--- config.mk ---
export PLATFORM = sky130hd
export DESIGN_NAME = operand_forward_ctrl_flat
export DESIGN_NICKNAME = d
export VERILOG_FILES = /design/src/rtl/operand_forward_ctrl_pkg.sv /design/src/rtl/operand_forward_ctrl_if.sv /design/src/rtl/operand_forward_ctrl_fwd_match.sv /design/src/rtl/operand_forward_ctrl.sv /design/src/flat_wrapper.sv
export SDC_FILE = /design/constraint.sdc
export NUM_CORES = 1
export LEC_CHECK = 0
export CAP_MARGIN = 20
export CORE_ASPECT_RATIO = 0.75
export CORE_MARGIN = 5
export CORE_UTILIZATION = 30
export DETAILED_ROUTE_END_ITERATION = 8
export SYNTH_ARGS = -nofsm -noshare
export SYNTH_HDL_FRONTEND = slang
export SYNTH_SLANG_ARGS = --single-unit
export TNS_END_PERCENT = 30
--- constraint.sdc ---
create_clock -name clk_i -period 2.7 [get_ports clk_i]
set_clock_uncertainty 0.15 [all_clocks]
set_input_delay 0.81 -clock clk_i [delete_from_list [all_inputs] [get_ports clk_i]]
set_output_delay 0.81 -clock clk_i [all_outputs]
set_load 0.05 [all_outputs]
--- src/rtl/operand_forward_ctrl_pkg.sv ---
// rtl/operand_forward_ctrl_pkg.sv - shared select, state and tag definitions for operand forwarding
package operand_forward_ctrl_pkg;

    localparam logic [1:0] SEL_REG = 2'b00;
    localparam logic [1:0] SEL_WB  = 2'b01;
    localparam logic [1:0] SEL_ALU = 2'b10;
    localparam logic [1:0] SEL_IMM = 2'b11;

    typedef enum logic {
        ST_RUN   = 1'b0,
        ST_STALL = 1'b1
    } state_e;

    // Tag control bits; the destination register travels alongside as a REG_ADDR_W vector.
    typedef struct packed {
        logic valid;
        logic regwrite;
        logic memread;
    } tag_ctl_t;

    localparam tag_ctl_t TAG_BUBBLE = '0;

    // The youngest producer wins when both in-flight stages write the same register.
    function automatic logic [1:0] fwd_pick(input logic ex_hit, input logic mem_hit);
        if (ex_hit)       return SEL_ALU;
        else if (mem_hit) return SEL_WB;
        else              return SEL_REG;
    endfunction

endpackage

--- src/rtl/operand_forward_ctrl_if.sv ---
// rtl/operand_forward_ctrl_if.sv - ID-stage inputs and forwarding/stall outputs
interface operand_forward_ctrl_if #(
    parameter int REG_ADDR_W = 5
) ();
    logic                  id_valid_i;
    logic [REG_ADDR_W-1:0] id_rs_i;
    logic [REG_ADDR_W-1:0] id_rt_i;
    logic                  id_use_rt_i;
    logic                  id_alusrc_i;
    logic [REG_ADDR_W-1:0] id_dst_i;
    logic                  id_regwrite_i;
    logic                  id_memread_i;
    logic                  flush_i;
    logic [1:0]            fwdA_sel_o;
    logic [1:0]            fwdB_sel_o;
    logic                  stall_o;

    modport master (
        output id_valid_i, id_rs_i, id_rt_i, id_use_rt_i, id_alusrc_i,
               id_dst_i, id_regwrite_i, id_memread_i, flush_i,
        input  fwdA_sel_o, fwdB_sel_o, stall_o
    );

    modport slave (
        input  id_valid_i, id_rs_i, id_rt_i, id_use_rt_i, id_alusrc_i,
               id_dst_i, id_regwrite_i, id_memread_i, flush_i,
        output fwdA_sel_o, fwdB_sel_o, stall_o
    );
endinterface

--- src/rtl/operand_forward_ctrl_fwd_match.sv ---
// rtl/operand_forward_ctrl_fwd_match.sv - one tag-versus-source register compare
module fwd_match #(
    parameter int REG_ADDR_W = 5
) (
    input  logic                  tag_valid,
    input  logic                  tag_regwrite,
    input  logic [REG_ADDR_W-1:0] tag_dst,
    input  logic [REG_ADDR_W-1:0] src,
    output logic                  match
);
    // Register 0 is hard-wired, so a write to it never produces forwardable data.
    assign match = tag_valid && tag_regwrite && (tag_dst == src) && (src != '0);
endmodule

--- src/rtl/operand_forward_ctrl.sv ---
// rtl/operand_forward_ctrl.sv - EX/MEM tag tracking, forwarding selects and load-use stall
module operand_forward_ctrl
    import operand_forward_ctrl_pkg::*;
#(
    parameter int REG_ADDR_W = 5
) (
    input  logic                   clk_i,
    input  logic                   rst_i,
    operand_forward_ctrl_if.slave  bus
);
    tag_ctl_t              ex_ctl_q, ex_ctl_d, mem_ctl_q, mem_ctl_d;
    logic [REG_ADDR_W-1:0] ex_dst_q, ex_dst_d, mem_dst_q, mem_dst_d;
    logic [1:0]            sel_a_q, sel_a_d, sel_b_q, sel_b_d;
    state_e                state_q, state_d;
    logic                  ex_rs_hit, ex_rt_hit, mem_rs_hit, mem_rt_hit;
    logic                  stall;

    fwd_match #(.REG_ADDR_W(REG_ADDR_W)) u_ex_rs (
        .tag_valid(ex_ctl_q.valid), .tag_regwrite(ex_ctl_q.regwrite),
        .tag_dst(ex_dst_q), .src(bus.id_rs_i), .match(ex_rs_hit));
    fwd_match #(.REG_ADDR_W(REG_ADDR_W)) u_ex_rt (
        .tag_valid(ex_ctl_q.valid), .tag_regwrite(ex_ctl_q.regwrite),
        .tag_dst(ex_dst_q), .src(bus.id_rt_i), .match(ex_rt_hit));
    fwd_match #(.REG_ADDR_W(REG_ADDR_W)) u_mem_rs (
        .tag_valid(mem_ctl_q.valid), .tag_regwrite(mem_ctl_q.regwrite),
        .tag_dst(mem_dst_q), .src(bus.id_rs_i), .match(mem_rs_hit));
    fwd_match #(.REG_ADDR_W(REG_ADDR_W)) u_mem_rt (
        .tag_valid(mem_ctl_q.valid), .tag_regwrite(mem_ctl_q.regwrite),
        .tag_dst(mem_dst_q), .src(bus.id_rt_i), .match(mem_rt_hit));

    always_comb begin
        // Only a load in EX can starve the consumer; the STALL state blocks a repeat for the same load.
        stall = (state_q == ST_RUN) && ex_ctl_q.memread
             && (ex_rs_hit || (ex_rt_hit && bus.id_use_rt_i))
             && bus.id_valid_i && !bus.flush_i;

        mem_ctl_d = ex_ctl_q;
        mem_dst_d = ex_dst_q;
        ex_ctl_d  = TAG_BUBBLE;
        ex_dst_d  = '0;
        sel_a_d   = SEL_REG;
        sel_b_d   = SEL_REG;

        if (!stall && !bus.flush_i) begin
            if (bus.id_valid_i) begin
                ex_ctl_d.valid    = 1'b1;
                ex_ctl_d.regwrite = bus.id_regwrite_i;
                ex_ctl_d.memread  = bus.id_memread_i;
                ex_dst_d          = bus.id_dst_i;
            end
            sel_a_d = fwd_pick(ex_rs_hit, mem_rs_hit);
            sel_b_d = bus.id_alusrc_i ? SEL_IMM : fwd_pick(ex_rt_hit, mem_rt_hit);
        end

        state_d = state_q;
        case (state_q)
            ST_RUN:   if (stall) state_d = ST_STALL;
            ST_STALL: state_d = ST_RUN;
            default:  state_d = ST_RUN;
        endcase
    end

    always_ff @(posedge clk_i or negedge rst_i) begin
        if (!rst_i) begin
            ex_ctl_q  <= TAG_BUBBLE;
            mem_ctl_q <= TAG_BUBBLE;
            ex_dst_q  <= '0;
            mem_dst_q <= '0;
            sel_a_q   <= SEL_REG;
            sel_b_q   <= SEL_REG;
            state_q   <= ST_RUN;
        end else begin
            ex_ctl_q  <= ex_ctl_d;
            mem_ctl_q <= mem_ctl_d;
            ex_dst_q  <= ex_dst_d;
            mem_dst_q <= mem_dst_d;
            sel_a_q   <= sel_a_d;
            sel_b_q   <= sel_b_d;
            state_q   <= state_d;
        end
    end

    assign bus.fwdA_sel_o = sel_a_q;
    assign bus.fwdB_sel_o = sel_b_q;
    assign bus.stall_o    = stall;

endmodule

--- src/flat_wrapper.sv ---
// flat-port wrapper written by rule: the top's interface ports become plain ports
module operand_forward_ctrl_flat import operand_forward_ctrl_pkg::*;
#(
    parameter int REG_ADDR_W = 5
)
  (clk_i, rst_i, bus_id_valid_i, bus_id_rs_i, bus_id_rt_i, bus_id_use_rt_i, bus_id_alusrc_i, bus_id_dst_i, bus_id_regwrite_i, bus_id_memread_i, bus_flush_i, bus_fwdA_sel_o, bus_fwdB_sel_o, bus_stall_o);
  operand_forward_ctrl_if #(.REG_ADDR_W(REG_ADDR_W)) bus_i ();
  input  logic clk_i;
  input  logic rst_i;
  input wire logic [$bits(bus_i.id_valid_i)-1:0] bus_id_valid_i;
  input wire logic [$bits(bus_i.id_rs_i)-1:0] bus_id_rs_i;
  input wire logic [$bits(bus_i.id_rt_i)-1:0] bus_id_rt_i;
  input wire logic [$bits(bus_i.id_use_rt_i)-1:0] bus_id_use_rt_i;
  input wire logic [$bits(bus_i.id_alusrc_i)-1:0] bus_id_alusrc_i;
  input wire logic [$bits(bus_i.id_dst_i)-1:0] bus_id_dst_i;
  input wire logic [$bits(bus_i.id_regwrite_i)-1:0] bus_id_regwrite_i;
  input wire logic [$bits(bus_i.id_memread_i)-1:0] bus_id_memread_i;
  input wire logic [$bits(bus_i.flush_i)-1:0] bus_flush_i;
  output wire logic [$bits(bus_i.fwdA_sel_o)-1:0] bus_fwdA_sel_o;
  output wire logic [$bits(bus_i.fwdB_sel_o)-1:0] bus_fwdB_sel_o;
  output wire logic [$bits(bus_i.stall_o)-1:0] bus_stall_o;
  assign bus_i.id_valid_i = bus_id_valid_i;
  assign bus_i.id_rs_i = bus_id_rs_i;
  assign bus_i.id_rt_i = bus_id_rt_i;
  assign bus_i.id_use_rt_i = bus_id_use_rt_i;
  assign bus_i.id_alusrc_i = bus_id_alusrc_i;
  assign bus_i.id_dst_i = bus_id_dst_i;
  assign bus_i.id_regwrite_i = bus_id_regwrite_i;
  assign bus_i.id_memread_i = bus_id_memread_i;
  assign bus_i.flush_i = bus_flush_i;
  assign bus_fwdA_sel_o = bus_i.fwdA_sel_o;
  assign bus_fwdB_sel_o = bus_i.fwdB_sel_o;
  assign bus_stall_o = bus_i.stall_o;
  operand_forward_ctrl #(.REG_ADDR_W(REG_ADDR_W)) u_core (.clk_i(clk_i), .rst_i(rst_i), .bus(bus_i));
endmodule
# Word level (Yosys, flattened, before mapping)
# Cells that the tools add are included.
word_totals:
  memories: 0
  ram_bits: 0
  inputBits: 23
  wordCells: 49
  mem_bits_ro: 0
  latch_bits: 0
  register_bits: 20
  out_inout_bits: 5
op_classes:
  order_cmp: 0
  bitwise: 1
  shifts: 0
  n_reduce_logical: 21
  muxes: 13
  n_eq_ne: 4
  multipliers: 0
  add_sub_neg: 0
  div_mod_pow: 0
ops:
  columns: ["cell", "count"]
  rows:
  - ["$eq 5x5->1", 4]
  - ["$logic_and 1x1->1", 16]
  - ["$mux 2", 5]
  - ["$mux 5", 2]
  - ["$reduce_bool 5->1", 2]
  - ["$mux 3", 2]
  - ["$mux 1", 3]
  - ["$logic_not 1->1", 2]
  - ["$pmux 1 s2", 1]
  - ["$logic_or 1x1->1", 1]
  - ["$not 1->1", 1]

# Depth between registers and ports, before layout
logic_depth:
  word_depth: 11
  ltp_mapped: 5
  depth_no_buf: 4

# Modules after synthesis
# Synthesis repeated with hierarchy kept, for this count alone.
hier_totals:
  hier_cells: 91
  area_unflattened_um2: 1066.0
by_module_without_submodules:
  columns: ["module", "seq_area_each_um2", "n_inst", "cells_each", "area_each_um2"]
  rows:
  - ["operand_forward_ctrl", 500.5, 1, 51, 760.7]
  - ["fwd_match", 0.0, 4, 10, 76.3]

# Worst setup path after synthesis
# No wires, ideal clock.
synth_path:
  kind: "input to output"
  start: "in bus_id_rt_i[4]"
  end: "out bus_stall_o"
  required_time_ps: 1740
  path_slack_ps: -848
  t_arrival_ps: 2588
  n_path_buf: 0
  path_stages: 4
  path_cell_list: "xor2_1 or4_4 or3_1 a21oi_1"
synth_between:
  elab_chain_len: 8
  elab_cells_between_ends: 9
  classes_between: "1 x eq/ne; 8 x reduce/logical"
synth_lines:
  columns: ["element", "line_no", "rtl"]
  rows:
  - ["start, declared", "flat_wrapper.sv:12", "input wire logic [$bits(bus_i.id_rt_i)-1:0] bus_id_rt_i;"]
  - ["$eq 5x5->1", "operand_forward_ctrl_fwd_match.sv:12", "assign match = tag_valid && tag_regwrite && (tag_dst == src) && (src != '0);"]
  - ["$logic_and 1x1->1", "operand_forward_ctrl_fwd_match.sv:12", null]
  - ["$logic_and 1x1->1 (*)", "operand_forward_ctrl_fwd_match.sv:12", null]
  - ["$logic_and 1x1->1 (*)", "operand_forward_ctrl.sv:34", "&& (ex_rs_hit || (ex_rt_hit && bus.id_use_rt_i))"]
  - ["$logic_or 1x1->1 (*)", "operand_forward_ctrl.sv:34", null]
  - ["$logic_and 1x1->1 (*)", "operand_forward_ctrl.sv:34", null]
  - ["$logic_and 1x1->1 (*) (2 in series)", "operand_forward_ctrl.sv:35", "&& bus.id_valid_i && !bus.flush_i;"]
  - ["end, declared", "flat_wrapper.sv:21", "output wire logic [$bits(bus_i.stall_o)-1:0] bus_stall_o;"]
# Mark *: on every way between the ends. The rest lies on a longest branch, timed or not.

# Final worst setup path
# Ends and elaborated chain as after synthesis.

==> run summary <==
## Yosys
• **synthesized-area fraction occupied by adder cells** 0
• **multiplexer fraction of the synthesized cell area** 0
• **count of state elements after synthesis** 20
• **dominant register cell in the synthesized netlist** sky130_fd_sc_hd__dfrtp_1
• **Async SR Flop Fraction** 1.00
• **leading cell types by total area after synthesis** sky130_fd_sc_hd__dfrtp_1 52%, sky130_fd_sc_hd__xor2_1 16%, sky130_fd_sc_hd__nor4_1 5.2%
• **most area-hungry cell type in the Yosys netlist** sky130_fd_sc_hd__dfrtp_1
• **Post-Synthesis Mean Instance Area** 10.6 um^2
• **post-synthesis instance area** 966 um^2
• **cell with the most instances after synthesis** sky130_fd_sc_hd__dfrtp_1
• **sequential area share after synthesis** 0.518
• **simple-gate share of the synthesized area** 0.196
• **count of flip-flops with a built-in enable after synthesis** 0
• **number of nets in the synthesized netlist** 114
• **largest family of logic cells by synthesized area** simple AND/OR/NAND/NOR gates
• **warning count from the yosys run** 0
• **Commonest cells post-synth** 20 x sky130_fd_sc_hd__dfrtp_1, 18 x sky130_fd_sc_hd__xor2_1, 8 x sky130_fd_sc_hd__nor4_1
• **area share of the largest cell type after synthesis** 0.518
• **Synth cell types** 26
• **xor-xnor portion of the synthesized cell area** 0.181
• **synthesized netlist cell count** 91
• **complex-gate fraction of the synthesized area** 0.0648

## Route
• **met2 routed WL** 1120 um
• **number of violations reported at the end of detailed-routing iteration 0** 43
• **Pre-Repair DR Iteration Count** 4
• **via count of the routed design** 835
• **number of remaining DRC errors** 0
• **M1 WL** 1130 um
• **via density per instance** 4.61
• **routed length per instance** 13.6 um
• **DR WL met3** 199 um
• **Post-Route WL** 2460 um
• **Highest Signal Layer** met4
• **antenna violation net count after detailed routing** 0

## Place
• **number of input and output port buffers inserted** 27
• **final estimated routing congestion in global placement** 0.835
• **instance area at placement** 1450 um^2
• **Post-DP HPWL** 1940 um

## Clock tree
• **number of buffers inserted during clock tree synthesis** 3
• **number of levels the H-tree was split into** 1
• **TritonCTS sink count** 20
• **TritonCTS clock tree** done
• **clock-pin slew of the registers on the worst-case setup and hold paths** 70 ps
• **buffer type at the clock tree root** sky130_fd_sc_hd__clkbuf_8
• **largest buffer count on any clock path** 2
• **Clk Latency, worst-skew pair** 250 ps

## Timing
• **number of failing setup endpoints in the final timing report** 1
• **headroom to the max-slew limit** 0.666
• **final count of pins violating max slew** 0
• **Hold Vio Cnt, Final** 0
• **RSZ-0062 raised after global routing** yes
• **final worst-path setup slack** -486 ps
• **final period utilization** 1.18
• **final-layout worst hold slack** 230 ps
• **post-layout minimum cycle time** 3190 ps
• **Max Fclk** 314 MHz
• **transition time at the pin with the least slew margin** 499 ps

## Setup path
• **critical path capture point type** output port
• **R2R Setup Slk** 600 ps
• **RR Endpoint** u_core.bus.fwdB_sel_o[0]
• **crit-path max FO** 2
• **data required time of the worst path** 1740 ps
• **depth of the most critical reg-to-reg path** 6
• **startpoint-to-endpoint class of the critical path** input pin to output port
• **startpoint of the worst register-to-register path** u_core.ex_dst_q[4]
• **arrival time reported for the critical path endpoint** 2230 ps
• **nature of the critical path startpoint** input pin

## Layout
• **post-synthesis to final-layout area growth** 60.5%
• **fraction of layout cells with a size suffix above 1** 0.273
• **fill cell total of the finished layout** 277
• **Diodes inserted** 0
• **final design area excluding fillers** 1550 um^2
• **number of nets in the layout** 167

## Worst hold path
• **worst min-delay path class** flip-flop to flip-flop
• **Hold Path Sink** u_core.mem_ctl_q[2]
• **number of cells on the worst hold path** 0
• **source of the worst hold timing path** u_core.ex_ctl_q[2]

## Status
• **violated checks** negative setup slack
• **status** complete, but fails checks

## Global route
• **gr ovfl total** 0
• **overall fraction of global-route tracks in use** 0.116
• **number of antenna violations at the first check in global routing** 0
• **global-route wire length before repair** 3880 um
• **number of global-route vias before repair** 850
• **largest net degree at the start of global routing** 21

## Die
• **Total Die Area** 4470 um^2
• **DIE HEIGHT** 59.1 um
• **Die X** 75.5 um
• **starting utilization of the core area** 0.320
• **Ports** 28
• **standard cell core area** 3020 um^2
• **Std-Cell Rows** 17

## Job
• **number of max-cap violations** 0

## Power and ir drop
• **reported leakage power** 0.782 nW
• **Worst IR Drop VDD** 0.208 mV
• **total power divided by cell area** 422 nW/um^2

[logic make-up after synthesis]
| group | after synthesis |
|---|---|
| AND/OR/NAND/NOR | 32 |
| buffers and inverters | 10 |
| AO/OA/AOI/OAI | 9 |
| XOR/XNOR | 20 |
| flip-flops | 20 |
[worst max-delay path by stage]
stage	end	slack (ps)	startpoint
global route	bus_stall_o	-530	bus_id_rt_i[4]
floorplan	bus_stall_o	-410	bus_id_rt_i[4]
global placement	bus_stall_o	-860	bus_id_rt_i[1]
CTS	bus_stall_o	-590	bus_id_rt_i[4]
finish	bus_stall_o	-490	bus_id_rt_i[4]
detailed placement	bus_stall_o	-880	bus_id_rt_i[1]
[worst max-delay path, cell delays in order]
cell and delay [ps]:
sky130_fd_sc_hd__buf_6 90, sky130_fd_sc_hd__xor2_1 130, sky130_fd_sc_hd__or4_4 520, sky130_fd_sc_hd__or3_4 360, sky130_fd_sc_hd__a21oi_4 160, sky130_fd_sc_hd__buf_12 150
[layout make-up]
type / instances / area, um^2 / area share
repair buffers: 51 / 468 / 0.302
clock buffers: 4 / 55.1 / 0.0355
inverters: 7 / 26.3 / 0.0169
flip-flops and latches: 20 / 500 / 0.323
multi-input cells: 61 / 453 / 0.292
well taps: 38 / 47.5 / 0.0307
[state kept, by name (all words and copies together), names as in the netlist]
name / count
u_core.ex_dst_q: 5
u_core.mem_dst_q: 5
u_core.bus.fwdB_sel_o: 2
u_core.mem_ctl_q: 2
u_core.ex_ctl_q: 3
u_core.state_q: 1
u_core.bus.fwdA_sel_o: 2
[layer usage]
metal / vias to the layer above / GRT usage
met5: - / 0
met4: 0 / 0.0224
met1: 382 / 0.156
met2: 27 / 0.181
li1: 424 / -
met3: 2 / 0.0390
[power by group]
group	internal (mW)	switching (mW)
sequential	0.310	0.00756
clock	0.130	0.0920
combinational	0.0640	0.0505
[metrics by stage]
step / total power, mW / cells / util / TNS, ps / setup slack (ps)
6_report: 0.654 / 181 / 0.513 / -486 / -486
5_1_grt: 0.685 / 181 / 0.513 / -529 / -529
4_1_cts: 0.659 / 179 / 0.502 / -585 / -585
3_5_place_dp: 0.435 / 173 / 0.479 / -2590 / -876
3_3_place_gp: 0.433 / 173 / 0.479 / -2360 / -863
2_1_floorplan: 0.362 / 91 / - / -407 / -407
[layout by cell type (no fill, tap or decap), types with 3 or more instances in the layout]
master	count
sky130_fd_sc_hd__buf_4	24
sky130_fd_sc_hd__dfrtp_1	20
sky130_fd_sc_hd__xor2_1	18
sky130_fd_sc_hd__clkdlybuf4s50_1	15
sky130_fd_sc_hd__nor4_1	8
sky130_fd_sc_hd__inv_1	7
sky130_fd_sc_hd__dlymetal6s2s_1	6
sky130_fd_sc_hd__nor3_1	5
sky130_fd_sc_hd__clkbuf_8	4
sky130_fd_sc_hd__nor2_1	3
sky130_fd_sc_hd__nand2_1	3
[timing repair]
action / 4_1_cts / 5_1_grt
buffers inserted: 2 / 2
pin swaps: 6 / 9
hold buffers: 0 / 0
setup endpoints to repair: 1 / 1
resized for setup: 18 / 11
Note: power is estimated with default switching activity, not from simulation.
